File: config.mk
export PLATFORM = sky130hd
export DESIGN_NAME = dmem_arbiter_flat
export DESIGN_NICKNAME = d
export VERILOG_FILES = /design/src/rtl/dmem_arb_pkg.sv /design/src/rtl/dmem_arbiter_if.sv /design/src/rtl/dmem_arbiter_rr_pick.sv /design/src/rtl/dmem_arbiter.sv /design/src/flat_wrapper.sv
export SDC_FILE = /design/constraint.sdc
export NUM_CORES = 1
export LEC_CHECK = 0
export ABC_AREA = 1
export CAP_MARGIN = 20
export CORE_AREA = 5 5 102 104
export DETAILED_ROUTE_END_ITERATION = 8
export DIE_AREA = 0 0 107 109
export PLACE_DENSITY = 0.74
export SLEW_MARGIN = 10
export SYNTH_ARGS = -nofsm -noshare
export SYNTH_HDL_FRONTEND = slang
export SYNTH_SLANG_ARGS = --single-unit
File: constraint.sdc
create_clock -name clk -period 4.8 [get_ports clk]
set_clock_uncertainty 0.2 [all_clocks]
set_input_delay 0.96 -clock clk [delete_from_list [all_inputs] [get_ports clk]]
set_output_delay 0.96 -clock clk [all_outputs]
set_load 0.02 [all_outputs]
File: src/rtl/dmem_arb_pkg.sv
// Shared constants, bus payload type and address-check helper for dmem_arbiter.
package dmem_arb_pkg;

  localparam int unsigned DEF_NREQ      = 2;
  localparam int unsigned DEF_MAX_LOCK  = 4;
  localparam int unsigned DEF_MEM_BYTES = 1024;
  localparam int unsigned WORD_BYTES    = 4;
  localparam int unsigned ADDR_W        = 32;
  localparam int unsigned DATA_W        = 32;
  localparam int unsigned IDX_W         = $clog2(DEF_NREQ);

  // One requester's memory access as presented to the data memory.
  typedef struct packed {
    logic              we;
    logic [ADDR_W-1:0] addr;
    logic [DATA_W-1:0] wdata;
  } mem_req_t;

  // True when a word access is misaligned or runs past the last full word.
  function automatic logic range_err(input logic [ADDR_W-1:0] a, input int unsigned mem_bytes);
    return (a[1:0] != 2'b00) || (a > ADDR_W'(mem_bytes - WORD_BYTES));
  endfunction

endpackage

File: src/rtl/dmem_arbiter_if.sv
// Requester-side bus of the data-memory arbiter (packed per requester, 32 bits each).
interface dmem_arb_if #(
  parameter int unsigned NREQ = 2
);

  logic [NREQ-1:0]    req;
  logic [NREQ-1:0]    we;
  logic [NREQ-1:0]    lock;
  logic [NREQ*32-1:0] addr;
  logic [NREQ*32-1:0] wdata;
  logic [NREQ-1:0]    gnt;
  logic [NREQ-1:0]    rvalid;
  logic [31:0]        rdata;
  logic [NREQ-1:0]    err;

  modport master (
    output req, we, lock, addr, wdata,
    input  gnt, rvalid, rdata, err
  );

  modport slave (
    input  req, we, lock, addr, wdata,
    output gnt, rvalid, rdata, err
  );

endinterface

File: src/rtl/dmem_arbiter_rr_pick.sv
// Combinational round-robin picker: first request above ptr (wrapping), skipping excl.
module rr_pick #(
  parameter int unsigned NREQ  = 2,
  parameter int unsigned IDX_W = 1
) (
  input  logic [NREQ-1:0]  req,
  input  logic [IDX_W-1:0] ptr,
  input  logic [NREQ-1:0]  excl,
  output logic [NREQ-1:0]  gnt,
  output logic [IDX_W-1:0] idx,
  output logic             any
);

  // Scan ptr+1 .. ptr+NREQ modulo NREQ, first eligible request wins.
  always_comb begin
    gnt = '0;
    idx = '0;
    any = 1'b0;
    for (int off = 1; off <= int'(NREQ); off++) begin
      int j;
      j = (int'(ptr) + off) % int'(NREQ);
      if (!any && req[IDX_W'(j)] && !excl[IDX_W'(j)]) begin
        any              = 1'b1;
        gnt[IDX_W'(j)]   = 1'b1;
        idx              = IDX_W'(j);
      end
    end
  end

endmodule

File: src/rtl/dmem_arbiter.sv
// Data-memory arbiter: round-robin per cycle with bounded lock, 1-cycle registered read return.
// Optional macro RANGE_CHECK_EN: misaligned/out-of-range accesses are suppressed and flagged on err.
module dmem_arbiter
  import dmem_arb_pkg::*;
#(
  parameter int unsigned NREQ      = DEF_NREQ,
  parameter int unsigned MEM_BYTES = DEF_MEM_BYTES,
  parameter int unsigned MAX_LOCK  = DEF_MAX_LOCK
) (
  input  logic        clk,
  input  logic        reset,
  dmem_arb_if.slave   bus,
  output logic        mem_memwrite,
  output logic [31:0] mem_address,
  output logic [31:0] mem_write_data,
  input  logic [31:0] mem_read_data
);

  localparam int unsigned NI    = $clog2(NREQ);
  localparam int unsigned CNT_W = $clog2(MAX_LOCK + 1);
  localparam logic [CNT_W-1:0] MAX_CNT = CNT_W'(MAX_LOCK);
`ifdef RANGE_CHECK_EN
  localparam logic RANGE_EN = 1'b1;
`else
  localparam logic RANGE_EN = 1'b0;
`endif

  logic [NI-1:0]    rr_ptr, rr_nxt;
  logic [NI-1:0]    owner, owner_nxt;
  logic             owner_valid, ov_nxt;
  logic [CNT_W-1:0] lock_cnt, cnt_nxt;
  logic [NREQ-1:0]  rvalid_q, rvalid_nxt;
  logic [NREQ-1:0]  err_q, err_nxt;
  logic [31:0]      rdata_q, rdata_nxt;

  logic [NREQ-1:0]  owner_oh, excl, pick_gnt, win_oh;
  logic [NI-1:0]    pick_idx, win_idx;
  logic             pick_any, win_any, hold, others, bad;
  mem_req_t         sel;

  rr_pick #(.NREQ(NREQ), .IDX_W(NI)) u_pick (
    .req  (bus.req),
    .ptr  (rr_ptr),
    .excl (excl),
    .gnt  (pick_gnt),
    .idx  (pick_idx),
    .any  (pick_any)
  );

  // Winner selection: locked owner holds until its budget is spent, then yields once to others.
  always_comb begin
    owner_oh = NREQ'(1) << owner;
    hold     = owner_valid && bus.req[owner] && (lock_cnt < MAX_CNT);
    others   = |(bus.req & ~owner_oh);
    excl     = (owner_valid && (lock_cnt >= MAX_CNT) && others) ? owner_oh : '0;
    win_any  = hold || pick_any;
    win_idx  = hold ? owner : pick_idx;
    win_oh   = hold ? owner_oh : pick_gnt;
    sel      = '0;
    for (int i = 0; i < int'(NREQ); i++) begin
      if (win_oh[i]) begin
        sel.we    = bus.we[i];
        sel.addr  = bus.addr[i*32 +: 32];
        sel.wdata = bus.wdata[i*32 +: 32];
      end
    end
    bad            = RANGE_EN && win_any && range_err(sel.addr, MEM_BYTES);
    mem_memwrite   = win_any && sel.we && !bad;
    mem_address    = (win_any && !bad) ? sel.addr : '0;
    mem_write_data = win_any ? sel.wdata : '0;
  end

  // Next state for pointer, lock ownership and the read-return registers.
  always_comb begin
    rr_nxt     = rr_ptr;
    owner_nxt  = owner;
    ov_nxt     = owner_valid;
    cnt_nxt    = lock_cnt;
    rvalid_nxt = '0;
    err_nxt    = '0;
    rdata_nxt  = rdata_q;
    if (win_any) begin
      rr_nxt = win_idx;
      if (|(bus.lock & win_oh)) begin
        owner_nxt = win_idx;
        ov_nxt    = 1'b1;
        if (owner_valid && (owner == win_idx))
          cnt_nxt = (lock_cnt < MAX_CNT) ? lock_cnt + CNT_W'(1) : lock_cnt;
        else
          cnt_nxt = CNT_W'(1);
      end else begin
        ov_nxt  = 1'b0;
        cnt_nxt = '0;
      end
      if (!sel.we) begin
        rvalid_nxt = win_oh;
        rdata_nxt  = bad ? 32'h0 : mem_read_data;
      end
      err_nxt = bad ? win_oh : '0;
    end
  end

  // State registers with synchronous reset.
  always_ff @(posedge clk) begin
    if (reset) begin
      rr_ptr      <= NI'(NREQ - 1);
      owner       <= '0;
      owner_valid <= 1'b0;
      lock_cnt    <= '0;
      rvalid_q    <= '0;
      err_q       <= '0;
      rdata_q     <= '0;
    end else begin
      rr_ptr      <= rr_nxt;
      owner       <= owner_nxt;
      owner_valid <= ov_nxt;
      lock_cnt    <= cnt_nxt;
      rvalid_q    <= rvalid_nxt;
      err_q       <= err_nxt;
      rdata_q     <= rdata_nxt;
    end
  end

  assign bus.gnt    = win_oh;
  assign bus.rvalid = rvalid_q;
  assign bus.err    = err_q;
  assign bus.rdata  = rdata_q;

endmodule
File: src/flat_wrapper.sv
// flat-port wrapper written by rule: the top's interface ports become plain ports
module dmem_arbiter_flat import dmem_arb_pkg::*;
#(
  parameter int unsigned NREQ      = DEF_NREQ,
  parameter int unsigned MEM_BYTES = DEF_MEM_BYTES,
  parameter int unsigned MAX_LOCK  = DEF_MAX_LOCK
)
  (clk, reset, mem_memwrite, mem_address, mem_write_data, mem_read_data, bus_req, bus_we, bus_lock, bus_addr, bus_wdata, bus_gnt, bus_rvalid, bus_rdata, bus_err);
  dmem_arb_if #(.NREQ(NREQ)) bus_i ();
  input  logic clk;
  input  logic reset;
  output logic mem_memwrite;
  output logic [31:0] mem_address;
  output logic [31:0] mem_write_data;
  input  logic [31:0] mem_read_data;
  input wire logic [$bits(bus_i.req)-1:0] bus_req;
  input wire logic [$bits(bus_i.we)-1:0] bus_we;
  input wire logic [$bits(bus_i.lock)-1:0] bus_lock;
  input wire logic [$bits(bus_i.addr)-1:0] bus_addr;
  input wire logic [$bits(bus_i.wdata)-1:0] bus_wdata;
  output wire logic [$bits(bus_i.gnt)-1:0] bus_gnt;
  output wire logic [$bits(bus_i.rvalid)-1:0] bus_rvalid;
  output wire logic [$bits(bus_i.rdata)-1:0] bus_rdata;
  output wire logic [$bits(bus_i.err)-1:0] bus_err;
  assign bus_i.req = bus_req;
  assign bus_i.we = bus_we;
  assign bus_i.lock = bus_lock;
  assign bus_i.addr = bus_addr;
  assign bus_i.wdata = bus_wdata;
  assign bus_gnt = bus_i.gnt;
  assign bus_rvalid = bus_i.rvalid;
  assign bus_rdata = bus_i.rdata;
  assign bus_err = bus_i.err;
  dmem_arbiter #(.NREQ(NREQ), .MEM_BYTES(MEM_BYTES), .MAX_LOCK(MAX_LOCK)) u_core (.clk(clk), .reset(reset), .bus(bus_i), .mem_memwrite(mem_memwrite), .mem_address(mem_address), .mem_write_data(mem_write_data), .mem_read_data(mem_read_data));
endmodule
### Word level (Yosys, flattened, before mapping)

Index checks and enable logic that the tools add are counted.

| operators by class | value |
|---|---|
| add/subtract/negate cells | 3 |
| magnitude comparators | 7 |
| eq/ne operators | 2 |
| shifts and indexed selects | 1 |
| multiplexer cells | 31 |
| bitwise operators | 6 |
| reductions and logical operators | 21 |

Operators with widths:

| cell | count |
|---|---|
| 65-bit two-way mux | 2 |
| 32-bit two-way mux | 2 |
| 1-bit two-way mux | 19 |
| 1-bit logical AND | 11 |
| 3-bit two-way mux | 3 |
| 1-bit by 3-bit less-than comparator with 1-bit output (second input constant) | 2 |
| 2-bit two-way mux | 3 |
| 2-bit AND reduction | 3 |
| 2-bit bitwise AND | 2 |
| 2-bit OR reduction | 2 |
| 3-bit by 1-bit adder with 3-bit output (second input constant) | 1 |
| 3-bit >= comparator (second input constant) | 1 |
| 1-bit logical NOT | 3 |
| 3-bit less-than comparator (second input constant) | 1 |
| 3-bit != test (second input constant) | 1 |
| 3-bit OR reduction | 1 |
| 1-bit adder (second input constant) | 2 |
| 1-bit demux with 1-bit select | 2 |
| 1-bit >= comparator (second input constant) | 2 |
| 1-bit by 2-bit less-than comparator with 1-bit output (second input constant) | 1 |
| 1-bit NOT | 2 |
| 2-bit NOT | 1 |
| 2-bit OR | 1 |
| 1-bit by 1-bit << shifter with 2-bit output (first input constant) | 1 |
| 2 further kinds | 2 |

| storage, ports and cells | value |
|---|---|
| flip-flop bits (word level) | 40 |
| input bits | 168 |
| output and inout port bits | 103 |

### Longest topological paths before layout

Gate-level depths: netlist of the first run.

| logic depth | value |
|---|---|
| depth in word-level cells | 20 |
| gate-level depth with buffers | 12 |
| depth with buffers taken out | 11 |

### Cells and area by module

Synthesis of the first run repeated with hierarchy kept, for this count alone.

| second synthesis, totals | value |
|---|---|
| cell total of the unflattened synthesis | 446 |
| area total of the unflattened synthesis | 2666.3 um^2 |

By module, submodules not included:

| module | instances | cells an instance | area each (um^2) |
|---|---|---|---|
| dmem_arbiter | 1 | 438 | 2630.0 |
| rr_pick | 1 | 8 | 36.3 |

### Worst setup path before layout of the first run

Ideal clock, no wire load.

| path | value |
|---|---|
| path kind | input to output |
| start point | in bus_req[0] |
| end point | out mem_address[0] |
| arrival | 2.054 ns |
| setup slack | 1.586 ns |
| cell stages on the path | 9 |
| cells stage by stage | inv_1 -> nand2_1 -> nand3_1 -> nand2_1 -> nand2_1 -> nor2_4 -> buf_2 -> buf_2 -> a22o_1 |

| on the way | value |
|---|---|
| word-level cells in the longest chain between the ends | 17 |
| elaborated cells between the ends (all ways) | 32 |
| classes of those cells | mux: 19; bitwise: 2; reduce/logical: 11 |

RTL lines:

| what | line | text |
|---|---|---|
| start: declaration | flat_wrapper.sv:16 | `input wire logic [$bits(bus_i.req)-1:0] bus_req;` |
| 2-bit bitwise AND | dmem_arbiter.sv:54 | `others = \|(bus.req & ~owner_oh);` |
| 2-bit OR reduction | dmem_arbiter.sv:54 |  |
| 1-bit logical AND | dmem_arbiter.sv:55 | `excl = (owner_valid && (lock_cnt >= MAX_CNT) && others) ? owner_oh : '0;` |
| 1-bit two-way mux | dmem_arbiter.sv:55 |  |
| 1-bit two-way mux (not written as such) (2 in series) | dmem_arbiter_rr_pick.sv:22 | `if (!any && req[IDX_W'(j)] && !excl[IDX_W'(j)]) begin` |
| 1-bit logical NOT | dmem_arbiter_rr_pick.sv:22 |  |
| 1-bit logical AND | dmem_arbiter_rr_pick.sv:22 |  |
| 1-bit two-way mux | dmem_arbiter_rr_pick.sv:22 |  |
| 1-bit logical NOT | dmem_arbiter_rr_pick.sv:22 |  |
| 1-bit logical AND (2 in series) | dmem_arbiter_rr_pick.sv:22 |  |
| 2-bit two-way mux | dmem_arbiter_rr_pick.sv:22 |  |
| 2-bit two-way mux | dmem_arbiter.sv:58 | `win_oh = hold ? owner_oh : pick_gnt;` |
| 65-bit two-way mux (2 in series) | dmem_arbiter.sv:61 | `if (win_oh[i]) begin` |
| 32-bit two-way mux * | dmem_arbiter.sv:69 | `mem_address = (win_any && !bad) ? sel.addr : '0;` |
| end: declaration | flat_wrapper.sv:13 | `output logic [31:0] mem_address;` |

Every way passes the cells marked *; elsewhere a longest branch is shown, timed or not. The select of a mux whose other input is x is not followed.

### Final worst setup path of the first run

| path | value |
|---|---|
| start point | in bus_req[1] |
| end point | out mem_address[31] |

The elaborated chain is that of the path after synthesis.

==> flow_summary.ini, run 1 <==
[outcome]
status = finished, final reports clean

[cts]
cts_root_buffer = clkbuf_8
post-cts-setup-buffers = 0
clockBufferDepth = 2
cts_buffers = 5
clock_sinks = 40
clk_pin_slew_worst_paths_ps = 70
htreeDepth = 2
cts_tree = built
cts_hold_buf = 0
postCtsResizedCells = 0
clkLatencyLatePin_ps = 280

[critical_path]
crit_path_frequent_cell = nand2_1
path_cells = clkdlybuf4s50_1 -> inv_1 -> nand2_1 -> nand3_1 -> nand2_1 -> nand2_1 -> nor2_4 -> buf_12 -> a22o_1 -> clkdlybuf4s50_1
r2r_start = u_core.owner_valid$_SDFFE_PP0P_
slowest_stage = clkdlybuf4s50_1
worstSetupStartpoint = bus_req[1]
worst_setup_path_end_kind = output pin
cpPeakStageDelay_ps = 640
cp-start-kind = primary input
cp.arrival_ps = 3190
worstPathRequired_ps = 3640
crit_buf_inv = 4
path_max_fanout = 68
rrSetupSlack_ps = 2200
crit_type = primary input to output pin
crit_family = buffers and inverters

[run]
drv_cap = 0

[global_routing]
grt_pass1_vias = 3111
use_met2_pct = 33.9
grt_max_degree = 69
use_met3_pct = 6.34
grtUsageMet1_pct = 22.8
grt_busiest_layer = met2
grt_pass1_wl_um = 17500
grt.overflow.total = 0
grt_usage_pct = 19.3
antenna_found_initial = 0

[timing]
finalCriticalPeriod_ps = 4350
min_period_over_period_pct = 90.6
setup_violations = 0
tightest_slew_ps = 532
holdWs_ps = 269
rsz0062_at_grt = false
slew_headroom_pct = 64.5
fin_ws_ps = 449
fmax_ghz = 0.230
hold_viol = 0
slew_violations = 0
tns_ps = 0

[synth]
postSynthCellCount = 289
yosysWarnings = 0
netlist_area_sq_um = 2220
avgSynthCellArea_sq_um = 7.67
synth_area_leaders = dfxtp_1 36%, a22o_1 25%, nand2_1 14%
yosysUniqueCellTypes = 24
synth_top_area_cell = dfxtp_1
yosys.area.top_type_share_pct = 36.1
seq_area_frac_synth_pct = 36.1
synth_seq_cells = 40

[floorplan]
start_util_pct = 23.4
die_y_um = 109
dieArea_sq_um = 11700
die_w_um = 107
fp-row-count = 36
coreArea_sq_um = 9460
io_pins = 271

[cells_and_area]
drive_gt1_share_pct = 4.41
fin_area_sq_um = 5030
seqCellArea_sq_um = 801
nets = 713
multiInputGateArea_sq_um = 1230
diodes = 0
fillers = 886
area_growth_pct = 127

[place]
dp_slack_ps = 469
hpwl_um = 10200
placed_cell_area_sq_um = 4950
gp_congestion = 0.902
portBuffers = 268

[detailed_routing]
drt_iter0_markers = 216
firstDrtPassIters = 5
vias_per_cell = 4.69
routed_wirelength_um = 12300
antenna_left = 0
post_drt_wl_per_cell_um = 18.7
route.detailed.drc = 0
vias = 3085

[pwr]
fin_total_pwr_w = 0.00103
irDropWorstVdd_mv = 0.134
pwr_density_cell_nw_per_um2 = 205
leakagePower_nw = 1.99

[hold_path]
min_from = u_core.bus.rdata[26]$_SDFFE_PP0P_
holdCritPathClass = register to register
per-layer routing:
metal / routed length, um / vias up
li1: - / 1524
met1: 4760 / 1406
met2: 6330 / 145
met3: 1020 / 10
met4: 170 / 0
met5: 0 / -
worst register-to-register path, cell delays in order, from the launching register on:
cell,delay [ps]
dfxtp_1,420
inv_2,70
nor2_2,140
nand3_2,140
nand2_1,140
nor2_4,50
buf_12,180
nand2_1,170
nand3_2,230
inv_2,500
nand2_1,130
a21oi_1,160
stage by stage:
step	instances	utilization, %
after global placement	651	52.4
final	658	53.2
after floorplan	290	-
after CTS	658	53.2
after detailed placement	651	52.4
after global routing	658	53.2
flip-flops by register name (all words and copies together), names as in the netlist:
name,cells
u_core.bus.rdata,32
u_core.lock_cnt,3
u_core.bus.rvalid,2
u_core.owner,1
u_core.owner_valid,1
u_core.rr_ptr,1
report_power, final:
| group | switching [W] | internal, W | leakage [nW] | total (W) |
|---|---|---|---|---|
| clock network | 0.000112 | 0.0000984 | 0.0400 | 0.000211 |
| registers | 0.0000129 | 0.000352 | 0.329 | 0.000365 |
| logic | 0.000196 | 0.000259 | 1.62 | 0.000455 |
| total | 0.000321 | 0.000709 | 1.99 | 0.00103 |
cells in the mapped netlist:
library cell / instances
ha_1: 1
dfxtp_1: 40
buf_1: 3
o211ai_1: 1
nor3_1: 2
nor3b_1: 1
buf_4: 8
inv_2: 4
nor2_1: 7
nand2_1: 80
a22o_1: 64
nand4_1: 4
nand3_2: 2
conb_1: 1
nor2_4: 2
a21oi_1: 34
inv_1: 9
clkbuf_1: 8
nand3_1: 4
xnor2_1: 1
o21ai_0: 3
o21bai_1: 1
nor2_2: 2
buf_2: 7
cells by family (layout without fill, tap and decap cells):
group                      Yosys count  after routing  synth area share [%]
other                                1              2                 0.169
buffers and inverters               39            293                  8.36
DFF                                 40             40                  36.1
and+or+nand+nor                    104            104                  20.0
xor gates and xnor gates             1              1                 0.395
AOI/OAI and AO/OA                  103            103                  34.3
adders and majority gates            1              1                 0.565
layout make-up:
type	count	share of cell area (%)
repair buffers	273	54.2
multi-input cells	211	24.5
flip-flops and latches	40	15.9
well taps	114	2.83
clock buffers	5	1.37
inverters	13	0.969
clock inverters	2	0.249
final timing paths:
check / end / cells past startpoint
min: u_core.bus.rdata[26]$_SDFFE_PP0P_ / 2
max: mem_address[31] / 10
min reg2reg: u_core.bus.rdata[26]$_SDFFE_PP0P_ / 2
max reg2reg: u_core.bus.rdata[9]$_SDFFE_PP0P_ / 11
layout by cell type, fill, tap and decap left out, types with 2 or more instances in the layout:
master,n
a22o_1,64
clkbuf_8,5
inv_2,4
conb_1,2
nor2_4,2
nand2_1,80
nand4_1,4
dfxtp_1,40
nand3_2,2
nand3_1,4
nor3_1,2
a21oi_1,34
buf_4,6
o21ai_0,3
clkdlybuf4s50_1,266
inv_1,9
nor2_1,7
nor2_2,2
(Power assumes the default switching activity.)
==> run 2, diff against run 1 <==
--- a/config.mk
+++ b/config.mk
@@ -7,11 +7,11 @@
 export LEC_CHECK = 0
 export ABC_AREA = 1
 export CAP_MARGIN = 20
-export CORE_AREA = 5 5 102 104
+export CORE_AREA = 2 2 105 107
 export DETAILED_ROUTE_END_ITERATION = 8
 export DIE_AREA = 0 0 107 109
-export PLACE_DENSITY = 0.74
-export SLEW_MARGIN = 10
+export HOLD_SLACK_MARGIN = 0.08
+export PLACE_DENSITY = 0.67
 export SYNTH_ARGS = -nofsm -noshare
 export SYNTH_HDL_FRONTEND = slang
 export SYNTH_SLANG_ARGS = --single-unit
==> flow_summary.ini, run 2 (synthesized netlist as in run 1, its figures left out) <==
[outcome]
status = finished, final reports clean

[cts]
cts_tree = built
cts_buffers = 5
clk_pin_slew_worst_paths_ps = 90
htreeDepth = 2
clockBufferDepth = 2
postCtsResizedCells = 0
cts_hold_buf = 0
post-cts-setup-buffers = 0
clkLatencyLatePin_ps = 290
cts_root_buffer = clkbuf_8
clock_sinks = 40

[global_routing]
grt_usage_pct = 17.9
grt_pass1_vias = 3127
grt_pass1_wl_um = 16300
antenna_found_initial = 0
grt.overflow.total = 0
grt_max_degree = 50

[critical_path]
cp-start-kind = primary input
worstPathRequired_ps = 3640
cp.arrival_ps = 3160
crit_type = primary input to output pin
worst_setup_path_end_kind = output pin
path_max_fanout = 47

[timing]
tns_ps = 0
min_period_over_period_pct = 90.0
holdWs_ps = 266
rsz0062_at_grt = false
slew_violations = 0
slew_headroom_pct = 64.9
tightest_slew_ps = 525
setup_violations = 0
fmax_ghz = 0.231
finalCriticalPeriod_ps = 4320
hold_viol = 0

[pwr]
pwr_density_cell_nw_per_um2 = 215
irDropWorstVdd_mv = 0.149
leakagePower_nw = 2.03
fin_total_pwr_w = 0.00111

[place]
gp_congestion = 0.774
dp_cells = 678
portBuffers = 268
hpwl_um = 9090

[detailed_routing]
post_drt_wl_per_cell_um = 16.3
wl_met2_um = 5470
antenna_left = 0
route.detailed.drc = 0
drt-met1-wl_um = 4360
wl_met3_um = 1140
routed_wirelength_um = 11200
vias = 3126
firstDrtPassIters = 4
dr.max_layer_used = met4
drt_iter0_markers = 193
vias_per_cell = 4.56

[floorplan]
io_pins = 271
fp-row-count = 38
dieArea_sq_um = 11700
die_y_um = 109
coreArea_sq_um = 10600
start_util_pct = 20.9
die_w_um = 107

[cells_and_area]
fillers = 1017
layout_commonest_cell = clkdlybuf4s50_1
diodes = 0
mostFrequentLayoutCells = 262 x clkdlybuf4s50_1, 80 x nand2_1, 64 x a22o_1
largest_reg_flops = 32
drive_gt1_share_pct = 5.49
stdcell_count = 686
nets = 714
area_growth_pct = 132

[run]
drv_cap = 0

[hold_path]
holdCritPathClass = register to register
-- run 2: changes by cell type in the layout (fill, tap and decap cells not counted), sizes merged --
cell / change
buf: +5
clkdlybuf4s50: -4
clkinv: -1
inv: +1
bufinv: +1
-- run 2: stage by stage --
| stage | cell area (sq um) | setup slack [ps] | utilization [%] |
|---|---|---|---|
| finish | 5150 | 480 | 48.6 |
| global route | 5150 | 310 | 48.6 |
| CTS | 5150 | 452 | 48.6 |
| detailed placement | 5030 | 471 | 47.5 |
| global placement | 5030 | 500 | 47.5 |
| floorplan | 2220 | 1590 | - |
-- run 2: worst paths after layout --
| path | from | endpoint | slack (ps) | depth (start not counted) |
|---|---|---|---|---|
| worst max-delay path | bus_req[1] | mem_address[19] | 480 | 10 |
| worst min-delay path | u_core.bus.rdata[24]$_SDFFE_PP0P_ | u_core.bus.rdata[24]$_SDFFE_PP0P_ | 270 | 2 |
| worst max register to register | u_core.owner_valid$_SDFFE_PP0P_ | u_core.bus.rdata[5]$_SDFFE_PP0P_ | 2150 | 10 |
| worst min register to register | u_core.bus.rdata[24]$_SDFFE_PP0P_ | u_core.bus.rdata[24]$_SDFFE_PP0P_ | 270 | 2 |
-- run 2: per-layer routing --
layer	global-route usage, %	up-vias
li1	-	1526
met1	21.2	1426
met2	30.3	156
met3	6.75	18
met4	5.47	0
met5	0	-
-- run 2: power breakdown --
part | total (W) | switching (W) | internal [W] | leakage (nW)
clock | 0.000284 | 0.000128 | 0.000157 | 0.0548
combinational | 0.000460 | 0.000195 | 0.000264 | 1.64
sequential | 0.000364 | 0.0000121 | 0.000352 | 0.329
-- run 2: layout make-up --
cell class / instances / area [sq um] / share of cell area [%]
Multi-Input combinational cell: 211 / 1230 / 24.0
Sequential cell: 40 / 801 / 15.6
Timing Repair Buffer: 274 / 2780 / 53.9
Tap cell: 140 / 175 / 3.40
Inverter: 13 / 48.8 / 0.948
Clock buffer: 5 / 68.8 / 1.34
Clock inverter: 3 / 46.3 / 0.899
-- run 2: critical path: stages --
cell             delay (ps)
clkdlybuf4s50_1         520
inv_1                    60
nand2_1                  70
nand3_1                 100
nand2_1                  90
nand2_1                  80
nor2_4                  200
buf_12                  250
a22o_1                  200
clkdlybuf4s50_1         610
